`config.mk`:
```
export PLATFORM = sky130hd
export DESIGN_NAME = hash_msg_feeder
export DESIGN_NICKNAME = d
export VERILOG_FILES = /design/src/rtl/hash_msg_feeder.sv
export SDC_FILE = /design/constraint.sdc
export NUM_CORES = 1
export LEC_CHECK = 0
export BUFFER_PORTS_ARGS = -buffer_cell sky130_fd_sc_hd__buf_4
export CAP_MARGIN = 10
export CORE_MARGIN = 1.5
export CORE_UTILIZATION = 45
export CTS_CLUSTER_SIZE = 10
export DETAILED_ROUTE_END_ITERATION = 7
export GPL_ROUTABILITY_DRIVEN = 0
export MAX_ROUTING_LAYER = met4
export PLACE_DENSITY = 0.77
export RECOVER_POWER = 50
export SLEW_MARGIN = 5
export SYNTH_ARGS = -nofsm -noshare
export SYNTH_HDL_FRONTEND = slang
export SYNTH_SLANG_ARGS = --single-unit
```
`constraint.sdc`:
```
create_clock -name clk -period 4.3 [get_ports clk]
set_input_delay 0.43 -clock clk [delete_from_list [all_inputs] [get_ports clk]]
set_output_delay 0.43 -clock clk [all_outputs]
set_load 0.02 [all_outputs]
```
`src/rtl/hash_msg_feeder.sv`:
```
// Purpose : packs a byte stream into 4-byte blocks, pads the tail, drives the hash core once per block and chains digests.
// Latency : last/4th byte accept -> core_start 1 cycle; core_done -> digest_valid 1 cycle; core_done -> pad-block core_start 2 cycles.
// Backpr. : in_ready is high only while collecting bytes; the source is stalled while a block is in flight in the core.
//
// Ports:
//   clk, rst_n                        clock, asynchronous active-low reset
//   in_data/in_valid/in_last/in_ready byte stream in (valid/ready, last marks final byte)
//   iv_in[0:3]                        initial chaining value, sampled on the first byte of a message
//   core_start/core_m/core_iv         block launch to the hash core (core_m[0] is the first byte)
//   core_d/core_done                  digest back from the hash core
//   digest/digest_valid               final message digest and its one-cycle update pulse
//   error                             sticky flag, set when the core fails to answer in time
module hash_msg_feeder #(
    parameter int         TIMEOUT  = 64,
    parameter logic [7:0] PAD_BYTE = 8'h80
) (
    input  logic       clk,
    input  logic       rst_n,
    input  logic [7:0] in_data,
    input  logic       in_valid,
    input  logic       in_last,
    output logic       in_ready,
    input  logic [7:0] iv_in   [0:3],
    output logic       core_start,
    output logic [7:0] core_m  [0:3],
    output logic [7:0] core_iv [0:3],
    input  logic [7:0] core_d  [0:3],
    input  logic       core_done,
    output logic [7:0] digest  [0:3],
    output logic       digest_valid,
    output logic       error
);

    localparam int              CW     = $clog2(TIMEOUT);
    localparam logic [CW-1:0]   T_LAST = CW'(TIMEOUT - 1);
    localparam logic [CW-1:0]   T_ERR  = CW'(TIMEOUT - 2);

    typedef enum logic [1:0] {
        S_COLLECT = 2'd0,
        S_LAUNCH  = 2'd1,
        S_WAIT    = 2'd2,
        S_PAD     = 2'd3
    } state_t;

    state_t        state;
    state_t        state_n;
    logic [1:0]    idx;
    logic [7:0]    chain [0:3];
    logic          msg_active;
    logic          final_blk;
    logic          pad_pending;
    logic [CW-1:0] cnt;
    logic          accept;

    assign accept     = in_valid && in_ready;
    assign core_start = (state == S_LAUNCH);
    // The chain register only moves on a core answer or on the first byte
    // of a new message, so it is stable for the whole time the core is busy.
    assign core_iv    = chain;

    always_ff @(posedge clk or negedge rst_n) begin
        if (!rst_n) begin
            state <= S_COLLECT;
        end else begin
            state <= state_n;
        end
    end

    always_comb begin
        state_n = state;
        case (state)
            S_COLLECT: begin
                if (accept && (idx == 2'd3 || in_last)) begin
                    state_n = S_LAUNCH;
                end
            end
            S_LAUNCH: begin
                state_n = S_WAIT;
            end
            S_WAIT: begin
                // The last counted cycle only retires the abandoned message;
                // error was already raised when the counter arrived there.
                if (cnt == T_LAST) begin
                    state_n = S_COLLECT;
                end else if (core_done) begin
                    state_n = pad_pending ? S_PAD : S_COLLECT;
                end
            end
            S_PAD: begin
                state_n = S_LAUNCH;
            end
            default: begin
                state_n = S_COLLECT;
            end
        endcase
    end

    always_ff @(posedge clk or negedge rst_n) begin
        if (!rst_n) begin
            in_ready     <= 1'b0;
            idx          <= '0;
            msg_active   <= 1'b0;
            final_blk    <= 1'b0;
            pad_pending  <= 1'b0;
            cnt          <= '0;
            digest_valid <= 1'b0;
            error        <= 1'b0;
            for (int j = 0; j < 4; j++) begin
                chain[j]  <= '0;
                core_m[j] <= '0;
                digest[j] <= '0;
            end
        end else begin
            in_ready     <= (state_n == S_COLLECT);
            digest_valid <= 1'b0;
            case (state)
                S_COLLECT: begin
                    if (accept) begin
                        if (!msg_active) begin
                            chain <= iv_in;
                        end
                        msg_active <= 1'b1;
                        for (int j = 0; j < 4; j++) begin
                            if (j == int'(idx)) begin
                                core_m[j] <= in_data;
                            end else if (in_last && j == int'(idx) + 1) begin
                                core_m[j] <= PAD_BYTE;
                            end else if (in_last && j > int'(idx) + 1) begin
                                core_m[j] <= '0;
                            end
                        end
                        idx <= idx + 2'd1;
                        if (in_last) begin
                            // A message ending exactly on a block boundary
                            // needs a whole extra block of padding.
                            if (idx == 2'd3) begin
                                pad_pending <= 1'b1;
                            end else begin
                                final_blk <= 1'b1;
                            end
                        end
                    end
                end
                S_LAUNCH: begin
                    cnt <= '0;
                end
                S_WAIT: begin
                    cnt <= cnt + CW'(1);
                    if (cnt == T_LAST) begin
                        msg_active  <= 1'b0;
                        final_blk   <= 1'b0;
                        pad_pending <= 1'b0;
                        idx         <= '0;
                    end else begin
                        if (cnt == T_ERR && !core_done) begin
                            error <= 1'b1;
                        end
                        if (core_done) begin
                            chain <= core_d;
                            idx   <= '0;
                            if (final_blk) begin
                                digest       <= core_d;
                                digest_valid <= 1'b1;
                                final_blk    <= 1'b0;
                                msg_active   <= 1'b0;
                            end
                        end
                    end
                end
                S_PAD: begin
                    core_m[0]   <= PAD_BYTE;
                    core_m[1]   <= '0;
                    core_m[2]   <= '0;
                    core_m[3]   <= '0;
                    final_blk   <= 1'b1;
                    pad_pending <= 1'b0;
                end
                default: begin
                end
            endcase
        end
    end

endmodule

```
==> flow_metrics.tcl <==
set metrics [dict create \
    status "complete, but fails checks" \
    violations "capacitance limit, slew limit" \
    arrival_ns 3.18 \
    grt-ovfl-total 0 \
    fin_setup_tns_ns 0 \
    cts_root_buffer "clkbuf_16" \
    worstHoldPathType "in2reg" \
    vias 3827 \
    syn_inst 399 \
    clock-sinks 112 \
    wl_per_cell_um 17.7 \
    r2r-start "state[0]" \
    drive_above_1_share_pct 32.3 \
    final_area_sq_mm 0.00655 \
    ys_types 46 \
    drt-initial-drc-count 231 \
    synthTopCellsByArea "dfrtp_1 (54%), mux2_2 (13%), mux2_1 (8.5%), a22o_1 (3.7%), ha_1 (3.4%)" \
    yosysTopAreaCellShare_pct 54.3 \
    crit_buf_inv 3 \
    path_cells "inv_1 > ha_2 > buf_4 > nor2_1 > a211oi_4 > buf_4 > mux2_1" \
    fmax_ghz 0.338 \
    fp.dieArea_sq_mm 0.0121 \
    register_area_sq_mm 0.00280 \
    cts_buffers 9 \
    tritoncts "built" \
    clk_pin_slew_ns 0.07 \
    avgSynthCellArea_sq_um 12.9 \
    io_buffers 176 \
    p_per_area_mw_per_mm2 774 \
    postCtsHoldBufs 0 \
    clock_tree.buffer_depth 2 \
    cp_slowest_stage_delay_ns 0.55 \
    viasPerCell 5.37 \
    ant_nets 0 \
    final_nets 659 \
    multi_input_area_sq_mm 0.00214 \
    synth_area_sq_mm 0.00516 \
    peakVddDrop_v 0.000386 \
    timing.final.ws_setup_ns 1.34 \
    synth_edf_count 0 \
    crit_family "buffers and inverters" \
    startpoint_type "flip-flop" \
    ys_seq_area_share_pct 54.3 \
    busiest_layer "met2" \
    antenna_found_initial 0 \
    hp-start "core_d[9]" \
    yosysWarningCount 0 \
    h-tree-depth 3 \
    yosysTopAreaCell "dfrtp_1" \
    coreArea_sq_mm 0.0110 \
    clk_latency_ns 0.34 \
    grt_pass1_wl_mm 19.3 \
    placed_area_sq_mm 0.00656 \
    crit_top_cell "buf_4" \
    rsz0062_at_grt "no" \
    fillers 967 \
    grt_pass1_vias 3796 \
    first_pass_iters 4 \
    use_met1_pct 28.2 \
    finalPower_w 0.00507 \
    cp_max_fo 24 \
    relSlewSlack_pct -38.8 \
    dp_slack_ns 1.29 \
    diodes 0 \
    met3_usage_pct 3.76 \
    worstSetupPathType "reg2reg" \
    ys_seq_elements 112 \
    use_met2_pct 34.4 \
    hold_ws_ns 0.310 \
    maxCapViolCount 1 \
    post-route-drc-count 0 \
    io-pin-count 177 \
    hold_violations 0 \
    cp_data_required_time_ns 4.52 \
    timing.final.crit_share_pct 68.8 \
    dp_hpwl_mm 9.39 \
    initial_core_util_pct 46.8 \
    synth_async_sr_flop_share_pct 100 \
    setup_viol 0 \
    slowest_stage "ha_2" \
    slew_violations 86 \
    num_rows 38 \
    cts-resized-gates 0 \
    synthFlopType "dfrtp_1" \
    area_delta_synth_final_pct 26.8 \
    tightest_slew_ns 2.08 \
    die_h_um 110 \
    fin_skew_ns 0.0134 \
    grt_max_degree 86 \
    fin_crit_ns 2.96 \
    worst_setup_path_end_kind "flip-flop" \
    leakage_nw 2.95 \
    startpoint "state[0]" \
    postCtsSetupBuffers 0 \
    fp.dieW_um 110 \
    synth_nets 490 \
    grt_usage_pct 21.5 \
    wirelength_mm 12.6 \
]
cell usage after synthesis (all sizes together) (2+ instances only):
cell type	n
buf	9
nor4	2
o21ai	19
clkbuf	13
nand2b	3
nand3	14
nand3b	3
a311o	2
a22o	22
inv	24
nor3b	2
mux2	99
a21oi	8
nand2	15
o22ai	4
ha	14
dfrtp	112
nor2b	2
mux2i	3
o2bb2ai	2
nor2	7
logic make-up (layout without fill, tap and decap cells):
family / count (synthesis) / after routing / share of synthesized area (%)
buffers and inverters: 46 / 220 / 4.31
AND/OR/NAND/NOR: 53 / 53 / 5.47
AO/OA/AOI/OAI: 72 / 72 / 10.4
multiplexers: 102 / 102 / 22.2
adder cells (fa/ha/maj): 14 / 14 / 3.39
flip-flops: 112 / 112 / 54.3
cell type report:
class	count	area share [%]
inverter	24	1.38
tap	140	2.68
multi-input combinational	241	32.7
clock inverter	6	0.650
clock buffer	10	3.65
timing repair buffer	180	16.1
sequential	112	42.8
report_power, final:
| part | leakage (nW) | internal (W) | total, W | switching (W) |
|---|---|---|---|---|
| Clock | 0.135 | 0.000410 | 0.000792 | 0.000381 |
| Sequential | 1.39 | 0.00153 | 0.00181 | 0.000283 |
| Combinational | 1.43 | 0.000974 | 0.00246 | 0.00149 |
layer usage:
metal,up-vias,wire (um)
met3,13,893
met1,1918,5580
met2,134,6030
met5,-,0
li1,1762,-
met4,0,127
per-stage QoR:
stage | std cells | utilization (%)
floorplan | 399 | -
global placement | 697 | 59.5
detailed placement | 697 | 59.5
CTS | 713 | 62.0
global route | 713 | 59.4
finish | 713 | 59.4
worst paths after layout:
kind                       slack (ns)          end  cells past startpoint
min reg2reg                      0.48  core_iv[26]                      1
min in group asynchronous        0.68   digest[16]                      1
max in group asynchronous        2.27    digest[4]                      2
min                              0.31    digest[9]                      2
max reg2reg                      1.34  core_iv[23]                      7
max                              1.34  core_iv[23]                      7
state kept, by name, summed over array words and instances (netlist names):
| signal | flops |
|---|---|
| msg_active | 1 |
| digest_valid | 1 |
| core_m | 32 |
| in_ready | 1 |
| state | 2 |
| error | 1 |
| final_blk | 1 |
| idx | 2 |
| cnt | 6 |
| digest | 32 |
| core_iv | 32 |
| pad_pending | 1 |
placed cells by master, fill, tap and decap left out, types with 3 or more instances in the layout:
cell type / n
nand3_1: 14
o22ai_1: 4
nor2_1: 7
buf_4: 101
clkbuf_16: 9
mux2i_1: 3
o21ai_0: 17
nand2_1: 15
a22o_1: 22
a21oi_1: 8
nand2b_1: 3
nand3b_1: 3
mux2_2: 60
clkbuf_1: 78
mux2_1: 39
inv_1: 24
dfrtp_1: 112
ha_1: 13
Power figures use the tool's default switching activity.
